$ cat src/rtl/pmem_loader.sv
// Program-memory loader: turns a length-prefixed byte stream into 16-bit writes and holds the CPU in reset until a clean load ends.
// Optional trailing checksum byte is enabled by defining PMEM_LOADER_CHECKSUM_EN.
module pmem_loader (
  input  logic        clock,
  input  logic        reset,
  input  logic        start,
  input  logic        in_valid,
  input  logic [7:0]  in_data,
  output logic        in_ready,
  output logic        mem_we,
  output logic [31:0] mem_addr,
  output logic [15:0] mem_wdata,
  output logic        cpu_hold,
  output logic        busy,
  output logic        done,
  output logic        err,
  output logic [10:0] count,
  output logic [2:0]  dbg_state
);

  // Byte stream handshake: a byte transfers on a rising clock edge where in_valid and in_ready are both 1;
  // in_ready depends only on the state, never on in_valid.
  typedef enum logic [2:0] {
    IDLE    = 3'd0,
    LEN_LO  = 3'd1,
    LEN_HI  = 3'd2,
    DATA_LO = 3'd3,
    DATA_HI = 3'd4,
`ifdef PMEM_LOADER_CHECKSUM_EN
    CSUM    = 3'd5,
`endif
    DONE    = 3'd6
  } state_t;

`ifdef PMEM_LOADER_CHECKSUM_EN
  localparam state_t POST_DATA = CSUM;
`else
  localparam state_t POST_DATA = DONE;
`endif

  state_t      state, state_nxt;
  logic [10:0] len_q;
  logic [7:0]  lo_byte;
  logic        accept;
  logic [15:0] len_word;
  logic [10:0] len_clamped;
  logic [10:0] count_inc;

  assign accept      = in_valid & in_ready;
  assign len_word    = {in_data, len_q[7:0]};
  assign len_clamped = (len_word > 16'd1024) ? 11'd1024 : len_word[10:0];
  assign count_inc   = count + 11'd1;
  assign busy        = (state != IDLE);
  assign done        = (state == DONE);
  assign dbg_state   = state;

  always_ff @(posedge clock or negedge reset) begin
    if (!reset) state <= IDLE;
    else        state <= state_nxt;
  end

  always_comb begin
    state_nxt = state;
    in_ready  = 1'b0;
    case (state)
      IDLE:    if (start) state_nxt = LEN_LO;
      LEN_LO: begin
        in_ready = 1'b1;
        if (in_valid) state_nxt = LEN_HI;
      end
      LEN_HI: begin
        in_ready = 1'b1;
        if (in_valid) state_nxt = (len_word != 16'd0) ? DATA_LO : POST_DATA;
      end
      DATA_LO: begin
        in_ready = 1'b1;
        if (in_valid) state_nxt = DATA_HI;
      end
      DATA_HI: begin
        in_ready = 1'b1;
        if (in_valid) state_nxt = (count_inc < len_q) ? DATA_LO : POST_DATA;
      end
`ifdef PMEM_LOADER_CHECKSUM_EN
      CSUM: begin
        in_ready = 1'b1;
        if (in_valid) state_nxt = DONE;
      end
`endif
      DONE:    state_nxt = IDLE;
      default: state_nxt = IDLE;
    endcase
  end

`ifdef PMEM_LOADER_CHECKSUM_EN
  logic [7:0] sum;

  always_ff @(posedge clock or negedge reset) begin
    if (!reset) begin
      sum <= 8'd0;
    end else if (state == IDLE && start) begin
      sum <= 8'd0;
    end else if (accept && (state == DATA_LO || state == DATA_HI)) begin
      sum <= sum + in_data;
    end
  end
`endif

  always_ff @(posedge clock or negedge reset) begin
    if (!reset) begin
      len_q     <= 11'd0;
      lo_byte   <= 8'd0;
      count     <= 11'd0;
      mem_we    <= 1'b0;
      mem_addr  <= 32'd0;
      mem_wdata <= 16'd0;
      err       <= 1'b0;
      cpu_hold  <= 1'b1;
    end else begin
      mem_we <= 1'b0;
      if (state == IDLE && start) begin
        count    <= 11'd0;
        err      <= 1'b0;
        cpu_hold <= 1'b1;
      end
      if (accept) begin
        case (state)
          LEN_LO:  len_q   <= {3'd0, in_data};
          LEN_HI:  len_q   <= len_clamped;
          DATA_LO: lo_byte <= in_data;
          DATA_HI: begin
            // count is at most 1023 here, so the address stays inside 0..2046
            mem_we    <= 1'b1;
            mem_wdata <= {in_data, lo_byte};
            mem_addr  <= {20'd0, count, 1'b0};
            count     <= count_inc;
          end
`ifdef PMEM_LOADER_CHECKSUM_EN
          CSUM:    err <= (in_data != sum);
`endif
          default: ;
        endcase
      end
      // Release the CPU only when the session that just ended was clean
      if (state == DONE) cpu_hold <= err;
    end
  end

endmodule

$ cat config.mk
export PLATFORM = sky130hd
export DESIGN_NAME = pmem_loader
export DESIGN_NICKNAME = d
export VERILOG_FILES = /design/src/rtl/pmem_loader.sv
export SDC_FILE = /design/constraint.sdc
export NUM_CORES = 1
export LEC_CHECK = 0
export CORE_ASPECT_RATIO = 0.75
export CORE_MARGIN = 2
export CORE_UTILIZATION = 39
export CTS_BUF_LIST = sky130_fd_sc_hd__clkbuf_8
export DETAILED_ROUTE_END_ITERATION = 8
export DONT_BUFFER_PORTS = 1
export GPL_TIMING_DRIVEN = 0
export PLACE_DENSITY = 0.53
export SLEW_MARGIN = 40
export SYNTH_ARGS = -nofsm -noshare
export SYNTH_HDL_FRONTEND = slang
export SYNTH_SLANG_ARGS = --single-unit
$ cat constraint.sdc
create_clock -name clock -period 4.6 [get_ports clock]
set_input_delay 0.46 -clock clock [delete_from_list [all_inputs] [get_ports clock]]
set_output_delay 0.46 -clock clock [all_outputs]
set_load 0.01 [all_outputs]
==> results of run 1 <==
-- synthesized netlist by cell type (2+ instances only) --
library cell  number  area share (%)
a21oi_1            6            0.93
a221o_1            2            0.62
a22o_1             2            0.55
a31oi_1            3            0.58
a32o_1             2            0.62
a41oi_1            2            0.55
and2_1             3            0.58
and3_1             3            0.58
and4_1             2            0.55
buf_2              4            0.62
buf_4             22             5.1
clkbuf_1          10             1.2
clkinv_1           2            0.23
dfrtp_1           61              48
ha_1              11             4.3
inv_1             14             1.6
mux2_2             7             2.5
mux2i_1            8             2.5
nand2_1          103              12
nand3_1            5            0.78
nand3b_1           2            0.47
nand4_1            3            0.58
nor2_1            10             1.2
nor2b_1            2            0.39
nor3_1             2            0.31
o21ai_0           21             3.3
o31ai_1            4            0.93
xnor2_1            6             1.6
xor2_1             6             1.6
-- metal layers --
metal | up-vias | wire length [µm]
li1 | 1176 | -
met3 | 5 | 560
met4 | 0 | 68
met5 | - | 0
met1 | 1177 | 3640
met2 | 69 | 3280
-- sequential cells by signal, summed over array words and instances, names as in the netlist --
| register | flops |
|---|---|
| cpu_hold | 1 |
| mem_wdata | 16 |
| mem_we | 1 |
| dbg_state | 3 |
| len_q | 11 |
| mem_addr | 11 |
| count | 11 |
| lo_byte | 8 |
-- cells by family after synthesis --
logic type	count (synthesis)	share of synthesized area, %
compound gates	48	10.0
flops	62	48.3
xor+xnor	12	3.27
fa+ha+maj	11	4.28
other cells	1	0.117
buf+inv	52	8.80
mux	15	4.95
simple gates	145	20.2
-- critical path: stages (launching register included) --
cell and delay, ns:
dfrtp_1 0.53, ha_1 0.29, nand3_1 0.21, or2_2 0.38, xnor2_1 0.14, ha_1 0.32, a21oi_1 0.14, o21ai_0 0.10
a221oi_1 0.42, a221o_1 0.21
-- final cells by class --
class	instances	area, µm²	area share, %
buffer	36	223	6.05
clock buffer	11	151	4.11
clock inverter	4	70.1	1.90
inverter	16	60.1	1.63
multi-input combinational	253	1460	39.6
sequential	62	1550	42.2
tap	105	131	3.57
timing repair buffer	2	37.5	1.02
-- metrics by stage --
stage               util, %  setup WS (ns)  cell area, µm²  hold WS (ns)
floorplan                 -           2.20            3290         0.164
global placement       43.0           1.75            3420         0.167
detailed placement     43.0           1.77            3420         0.168
CTS                    46.3           1.74            3680         0.210
global route           46.3           1.48            3680         0.214
finish                 46.3           1.80            3680         0.229
-- worst max path at each step --
stage	from	cells after the start	slack [ns]	end
floorplan	count[0]	9	2.20	dbg_state[0]
global route	count[0]	9	1.48	dbg_state[2]
finish	count[0]	9	1.80	dbg_state[0]
global placement	count[0]	9	1.75	dbg_state[2]
CTS	count[0]	9	1.74	dbg_state[0]
detailed placement	count[0]	9	1.77	dbg_state[0]
-- power by group through the flow --
stage	Sequential, mW	Combinational [mW]	Clock [mW]
global route	0.880	0.603	0.580
floorplan	0.837	0.415	0
CTS	0.857	0.531	0.556
detailed placement	0.867	0.514	0
global placement	0.864	0.502	0
finish	0.854	0.528	0.538
==> metrics, run 1 <==
Total Power=1.92 mW; final WL=7550 µm; via density per instance=4.96; PD cells=522 mW/mm²; Syn-to-layout area delta=14.6%; worst relative slew slack=59.0%; core area=0.00795 mm²; number of flops mapped to enable cells by yosys=0; Worst EP arrival=3.07 ns; Max Slew Vio Count=0; Top Ports=80; CTS Hold Bufs=2; HP Class=input pin to flip-flop; most common cell after layout, fill and taps aside=nand2_1; Die ar.=0.00899 mm²; Static Leak=about 1.9 nW; #FFs+latches synth=62; Die Wd=~110 µm; antenna violations before repair=0; Combinational Power Share=roughly 28%; GRT met2 Usage=26.6%; grt ovf=0; switch share=34.8%; startpoint class of the critical path=flip-flop; sequential power share=44.5%; Setup Viol. Count Final=0; status=completed; Mapped Cells=roughly 350; critical path class=flip-flop to flip-flop; Die H=just over 80 µm; slew of the pin with the lowest slew margin=0.616 ns; vias in the first global route=about 2300; RSZ-0062 raised after global routing=false; Max Fclk=around 0.36 GHz; CTS Buf Count=9; vias post-DR=2427; routability congestion estimate=0.759; part of the cycle the worst path needs=60.8%; final antenna-violating net count=0; drt wl/cell=15.4 µm; share of cells above drive strength 1=between 10% and 20%; Tmin final=2.80 ns; R2R depth=9; Final #Nets=403; Post-route DRC=0; Mapped Area=0.00321 mm²; # Post-CTS Setup Buffers=0; Ant. Diodes=0; Worst EP required=4.88 ns; Fillers=around 780; Clk pwr share=28.0%; Detailed Place HPWL=5360 µm; row cnt=28; clk_skew=0.00665 ns; max-capacitance violation count=0; CTS root buffer=clkbuf_8; Distinct cells, synth=47; ys async rst share=between 90% and 100%; Final Non-Filler Cells=489; HP Start=in_data[3]; grt met1 use=26.1%; most used routing layer=met2; Primary FF master, synth=dfrtp_1; largest buffer count on any clock path=2; CTS Sinks=62; Crit Path Max Fanout=8; Int Power=roughly 1.3 mW; GRT Util Overall=18.4%; DRT iter0 DRCs=122; TritonRoute pass-1 iters=4; Crit. End Element=flip-flop; # H-tree levels=3; Starting Density=between 40 and 50%; largest net degree at the start of global routing=63; setup TNS=0 ns; NetSw=0.668 mW; CTS tree=built; Hold Path Sink=mem_wdata[11]; Worst-Skew Late Latency=0.34 ns; CTS resizes=0; r2r endpoint=dbg_state[0]; I/O Buffers=0; Worst Hold Depth=2; R2R setup slack=1.80 ns; Yosys warning total=0; Mapped Avg Cell Area=between 9 and 10 µm²; Peak VDD IR=211 µV; FF-to-FF Start=count[0]; Seq/Total Area, Yosys=about half; first-pass GRT wire length=~12000 µm; most frequent cells in the layout=nand2_1, dfrtp_1, buf_4, conb_1, o21ai_0; placed cell count=roughly 470; Reg clk slew, reported paths=0.07 ns; Fin. Hold Viols=0; GR Util met3=under 10%
Power figures use the tool's default switching activity.
==> run 2: changes to the inputs <==
Settings changed: PLACE_DENSITY 0.53 to 0.55.
Clock period 4.6 ns to 2.45 ns, I/O delays scaled along.
==> metrics, run 2 (synthesis results as in run 1) <==
status=completed (unchanged); GRT Util Overall=18.3% (was 18.4%); antenna violations before repair=0 (unchanged); CP Cell Sequence=ha_4 -> nand3_4 -> or2_4 -> xnor2_2 -> ha_1 -> a21oi_2 -> o21ai_2 -> a221oi_4 -> a221o_1 (was ha_1 -> nand3_1 -> or2_2 -> xnor2_1 -> ha_1 -> a21oi_1 -> o21ai_0 -> a221oi_1 -> a221o_1); critical path class=flip-flop to flip-flop (unchanged); routability congestion estimate=0.778 (was 0.759); drt wl/cell=15.5 µm (was 15.4 µm); CTS Sinks=62 (unchanged); placed cell areas=0.00342 mm² (unchanged); max reg flops=16 (unchanged); row cnt=28 (unchanged); DRT iter0 DRCs=191 (was 122); Ant. Diodes=0 (unchanged); Worst path top cell family by delay=compound AO/OA/AOI/OAI gates (unchanged); CP max stage delay=0.49 ns (was 0.53 ns); part of the cycle the worst path needs=96.7% (was 60.8%); HP Class=input pin to flip-flop (unchanged); max-capacitance violation count=0 (unchanged); CTS root buffer=clkbuf_8 (unchanged); Hold Path Sink=len_q[3] (was mem_wdata[11]); CTS Buf Count=9 (unchanged); FF-to-FF Start=count[0] (unchanged); Max Fclk=0.422 GHz (was 0.357 GHz); Max Slew Vio Count=0 (unchanged); Total Power=3.51 mW (was 1.92 mW); Detailed Place HPWL=5300 µm (was 5360 µm); final WL=7760 µm (was 7550 µm); Die Wd=109 µm (unchanged); Largest Register=mem_wdata (unchanged); Syn-to-layout area delta=19.1% (was 14.6%); final antenna-violating net count=0 (unchanged); clk_skew=0.0148 ns (was 0.00665 ns); Top Ports=80 (unchanged); most common cell after layout, fill and taps aside=nand2_1 (unchanged); slew of the pin with the lowest slew margin=0.588 ns (was 0.616 ns); Worst-Skew Late Latency=0.35 ns (was 0.34 ns); first-pass GRT wire length=12300 µm (unchanged); Starting Density=40.4% (unchanged); grt ovf=0 (unchanged); core area=0.00795 mm² (unchanged); final instance area=0.00383 mm² (was 0.00368 mm²); setup TNS=0 ns (unchanged); RSZ-0062 raised after global routing=true (was false); Post-Place Worst Slack=-0.419 ns (was 1.77 ns); vias post-DR=2459 (was 2427); PD cells=917 mW/mm² (was 522 mW/mm²); Fin. Hold Viols=0 (unchanged); most frequent cells in the layout=nand2_1, dfrtp_1, buf_4 (was nand2_1, dfrtp_1, buf_4, conb_1, o21ai_0); startpoint class of the critical path=flip-flop (unchanged); Crit. End Element=flip-flop (unchanged); R2R setup slack=0.08 ns (was 1.80 ns); fin worst setup slack=0.0816 ns (was 1.80 ns); Crit Path Max Fanout=8 (unchanged); I/O Buffers=0 (unchanged); vias in the first global route=2310 (was 2293); Final #Nets=413 (was 403); via density per instance=4.92 (was 4.96); Peak VDD IR=473 µV (was 211 µV); Static Leak=1.93 nW (was 1.88 nW); share of cells above drive strength 1=19.0% (was 14.6%); CTS tree=built (unchanged); Worst Hold Depth=2 (unchanged); Die H=82.6 µm (unchanged); Setup Viol. Count Final=0 (unchanged); r2r endpoint=dbg_state[0] (unchanged); largest buffer count on any clock path=2 (unchanged); Die ar.=0.00899 mm² (unchanged); # H-tree levels=3 (unchanged); worst relative slew slack=60.8% (was 59.0%); Worst EP required=2.74 ns (was 4.88 ns); HP Start=in_data[3] (unchanged); Post-route DRC=0 (unchanged); Worst EP arrival=2.66 ns (was 3.07 ns); Buf/Inv on CP=0 (unchanged); R2R depth=9 (unchanged); TritonRoute pass-1 iters=5 (was 4); largest net degree at the start of global routing=63 (unchanged); Reg clk slew, reported paths=0.08 ns (was 0.07 ns); Slowest-stage cell, CP=dfrtp_2 (was dfrtp_1); Tmin final=2.37 ns (was 2.80 ns)
==> run 2: final cells by class <==
cell class / count / area, µm²
inverters: 16 / 60.1
clock inverters: 7 / 58.8
flip-flops and latches: 62 / 1560
repair buffers: 12 / 130
clock buffers: 9 / 124
multi-input cells: 253 / 1530
fillers: 767 / 4130
plain buffers: 36 / 231
well taps: 105 / 131
==> run 2: per-layer routing <==
layer	up-vias	global-route usage [%]	part of all wire, %
li1	1207	-	-
met1	1174	25.9	47
met2	66	26.3	45
met3	12	5.57	6.7
met4	0	6.92	1.4
met5	-	0	0
==> run 2: timing repair <==
action	CTS	global route
endpoints found under the hold margin	69	0
resized for setup	13	19
hold buffers	9	0
buffers inserted	0	3
setup endpoints to repair	2	2
pin swaps	2	9
==> run 2: stage by stage <==
stage | instances | hold slack [ns] | utilization [%]
after floorplan | 367 | -0.0506 | -
after global placement | 472 | -0.0493 | 43.0
after detailed placement | 472 | -0.0485 | 43.0
after CTS | 497 | 0.00446 | 47.3
after global routing | 500 | 0.0110 | 48.1
final | 500 | 0.0301 | 48.1
==> run 2: how the worst max path moves through the flow <==
stage          slack (ns)      from  depth (start not counted)            to
5_1_grt             -0.03  count[0]                          9  dbg_state[0]
2_1_floorplan        0.05  count[0]                          9  dbg_state[0]
3_5_place_dp        -0.42  count[0]                          9  dbg_state[2]
3_3_place_gp        -0.39  count[0]                          9  dbg_state[2]
4_1_cts              0.01  count[3]                          9  dbg_state[0]
6_report             0.08  count[0]                          9  dbg_state[0]
==> run 2: where the power goes <==
group	internal, mW	switching (mW)	total (mW)	leakage (nW)
registers	1.33	0.279	1.61	0.805
clock network	0.455	0.415	0.871	0.103
logic	0.416	0.613	1.03	1.02
==> run 3: changes to the inputs <==
Settings changed: CORE_UTILIZATION 39 to 59, PLACE_DENSITY 0.55 to 0.78.
==> metrics, run 3 (synthesis results as in run 1) <==
status=completed (unchanged); worst relative slew slack=62.3% (was 60.8%); PD cells=934 mW/mm² (was 917 mW/mm²); share of cells above drive strength 1=17.9% (was 19.0%); most frequent cells in the layout=nand2_1, dfrtp_1, buf_4 (unchanged); Syn-to-layout area delta=16.3% (was 19.1%); largest buffer count on any clock path=2 (unchanged); Starting Density=60.7% (was 40.4%); Max Fclk=0.414 GHz (was 0.422 GHz); Crit. End Element=flip-flop (unchanged); RSZ-0062 raised after global routing=true (unchanged); Largest Register=mem_wdata (unchanged); Final #Nets=410 (was 413); DRT iter0 DRCs=163 (was 191); core area=0.00530 mm² (was 0.00795 mm²); routability congestion estimate=0.858 (was 0.778); clk_skew=0.00490 ns (was 0.0148 ns); TritonRoute pass-1 iters=4 (was 5); Crit Path Max Fanout=8 (unchanged); Top Ports=80 (unchanged); Die Wd=89.2 µm (was 109 µm); drt wl/cell=15.4 µm (was 15.5 µm); CTS Buf Count=9 (unchanged); Setup Viol. Count Final=0 (unchanged); startpoint class of the critical path=flip-flop (unchanged); vias post-DR=2484 (was 2459); fin worst setup slack=0.0361 ns (was 0.0816 ns); Worst EP arrival=2.64 ns (was 2.66 ns); critical path class=flip-flop to flip-flop (unchanged); CTS tree=built (unchanged); Hold WS=0.0176 ns (was 0.0301 ns); Fin. Hold Viols=0 (unchanged); CTS root buffer=clkbuf_8 (unchanged); # H-tree levels=3 (unchanged); part of the cycle the worst path needs=98.5% (was 96.7%); Die H=67.9 µm (was 82.6 µm); antenna violations before repair=0 (unchanged); Peak VDD IR=597 µV (was 473 µV); largest net degree at the start of global routing=63 (unchanged); Reg clk slew, reported paths=0.06 ns (was 0.08 ns); Worst-Skew Late Latency=0.34 ns (was 0.35 ns); Fillers=413 (was 767); Max Slew Vio Count=0 (unchanged); slew of the pin with the lowest slew margin=0.565 ns (was 0.588 ns); via density per instance=5.32 (was 4.92); Detailed Place HPWL=4920 µm (was 5300 µm); Post-route DRC=0 (unchanged); placed cell count=442 (was 472); CTS Sinks=62 (unchanged); max reg flops=16 (unchanged); final antenna-violating net count=0 (unchanged); HP Class=input pin to flip-flop (unchanged); I/O Buffers=0 (unchanged); Final Non-Filler Cells=467 (was 500); Static Leak=1.90 nW (was 1.93 nW); setup TNS=0 ns (unchanged); final WL=7180 µm (was 7760 µm); Tmin final=2.41 ns (was 2.37 ns); row cnt=23 (was 28); most common cell after layout, fill and taps aside=nand2_1 (unchanged); Die ar.=0.00606 mm² (was 0.00899 mm²); vias in the first global route=2342 (was 2310); Ant. Diodes=0 (unchanged); post-layout util=70.6% (was 48.1%); Post-Place Worst Slack=-0.359 ns (was -0.419 ns); Worst EP required=2.68 ns (was 2.74 ns); GRT Util Overall=25.4% (was 18.3%); max-capacitance violation count=0 (unchanged); first-pass GRT wire length=11400 µm (was 12300 µm); grt ovf=0 (unchanged)
[run 3: cell type report]
cell class,instances,area (µm²),area share [%]
flip-flops and latches,62,1560,41.7
multi-input cells,253,1510,40.3
repair buffers,9,105,2.81
plain buffers,36,231,6.20
clock buffers,9,124,3.32
clock inverters,7,57.6,1.54
inverters,16,60.1,1.61
well taps,75,93.8,2.51
[run 3: worst paths after layout]
path / from / endpoint / slack, ns / cells past startpoint
hold / removal: in_data[7] / mem_wdata[15] / 0.02 / 2
min in group asynchronous: reset / len_q[9] / 0.46 / 2
hold reg to reg: lo_byte[6] / mem_wdata[6] / 0.47 / 2
max in group asynchronous: reset / cpu_hold / 1.69 / 2
setup / recovery: count[0] / dbg_state[0] / 0.04 / 10
setup reg to reg: count[0] / dbg_state[0] / 0.04 / 10
[run 3: critical path, stage by stage, from the launching register on]
cell	delay, ns
dfrtp_2	0.48
ha_4	0.20
nand3_4	0.12
or2_4	0.26
xnor2_1	0.14
ha_1	0.35
buf_4	0.13
nand4_1	0.09
nor2_1	0.14
a221oi_2	0.09
a221o_1	0.31
[run 3: per-stage QoR]
stage               instance area, µm²  power [mW]
finish                            3740        3.49
global route                      3740        3.74
detailed placement                3390        2.59
floorplan                         3290        2.35
CTS                               3700        3.48
global placement                  3390        2.53
[run 3: what timing repair did]
item,4_1_cts,5_1_grt
buffers inserted,0,1
endpoints found under the setup margin,2,2
hold buffers,8,0
resized for setup,11,14
pin swaps,2,6
endpoints found under the hold margin,68,0
[run 3: where the power goes]
group          switching (mW)  internal, mW
Combinational           0.611         0.423
Sequential              0.283          1.33
Clock                   0.384         0.455
Total                    1.28          2.21
[run 3: metal layers]
| layer | wire, µm | track usage, % | vias up |
|---|---|---|---|
| met2 | 3210 | 36.1 | 107 |
| met1 | 3180 | 34.6 | 1168 |
| met5 | 0 | 0 | - |
| li1 | - | - | 1194 |
| met3 | 658 | 9.89 | 15 |
| met4 | 128 | 11.2 | 0 |
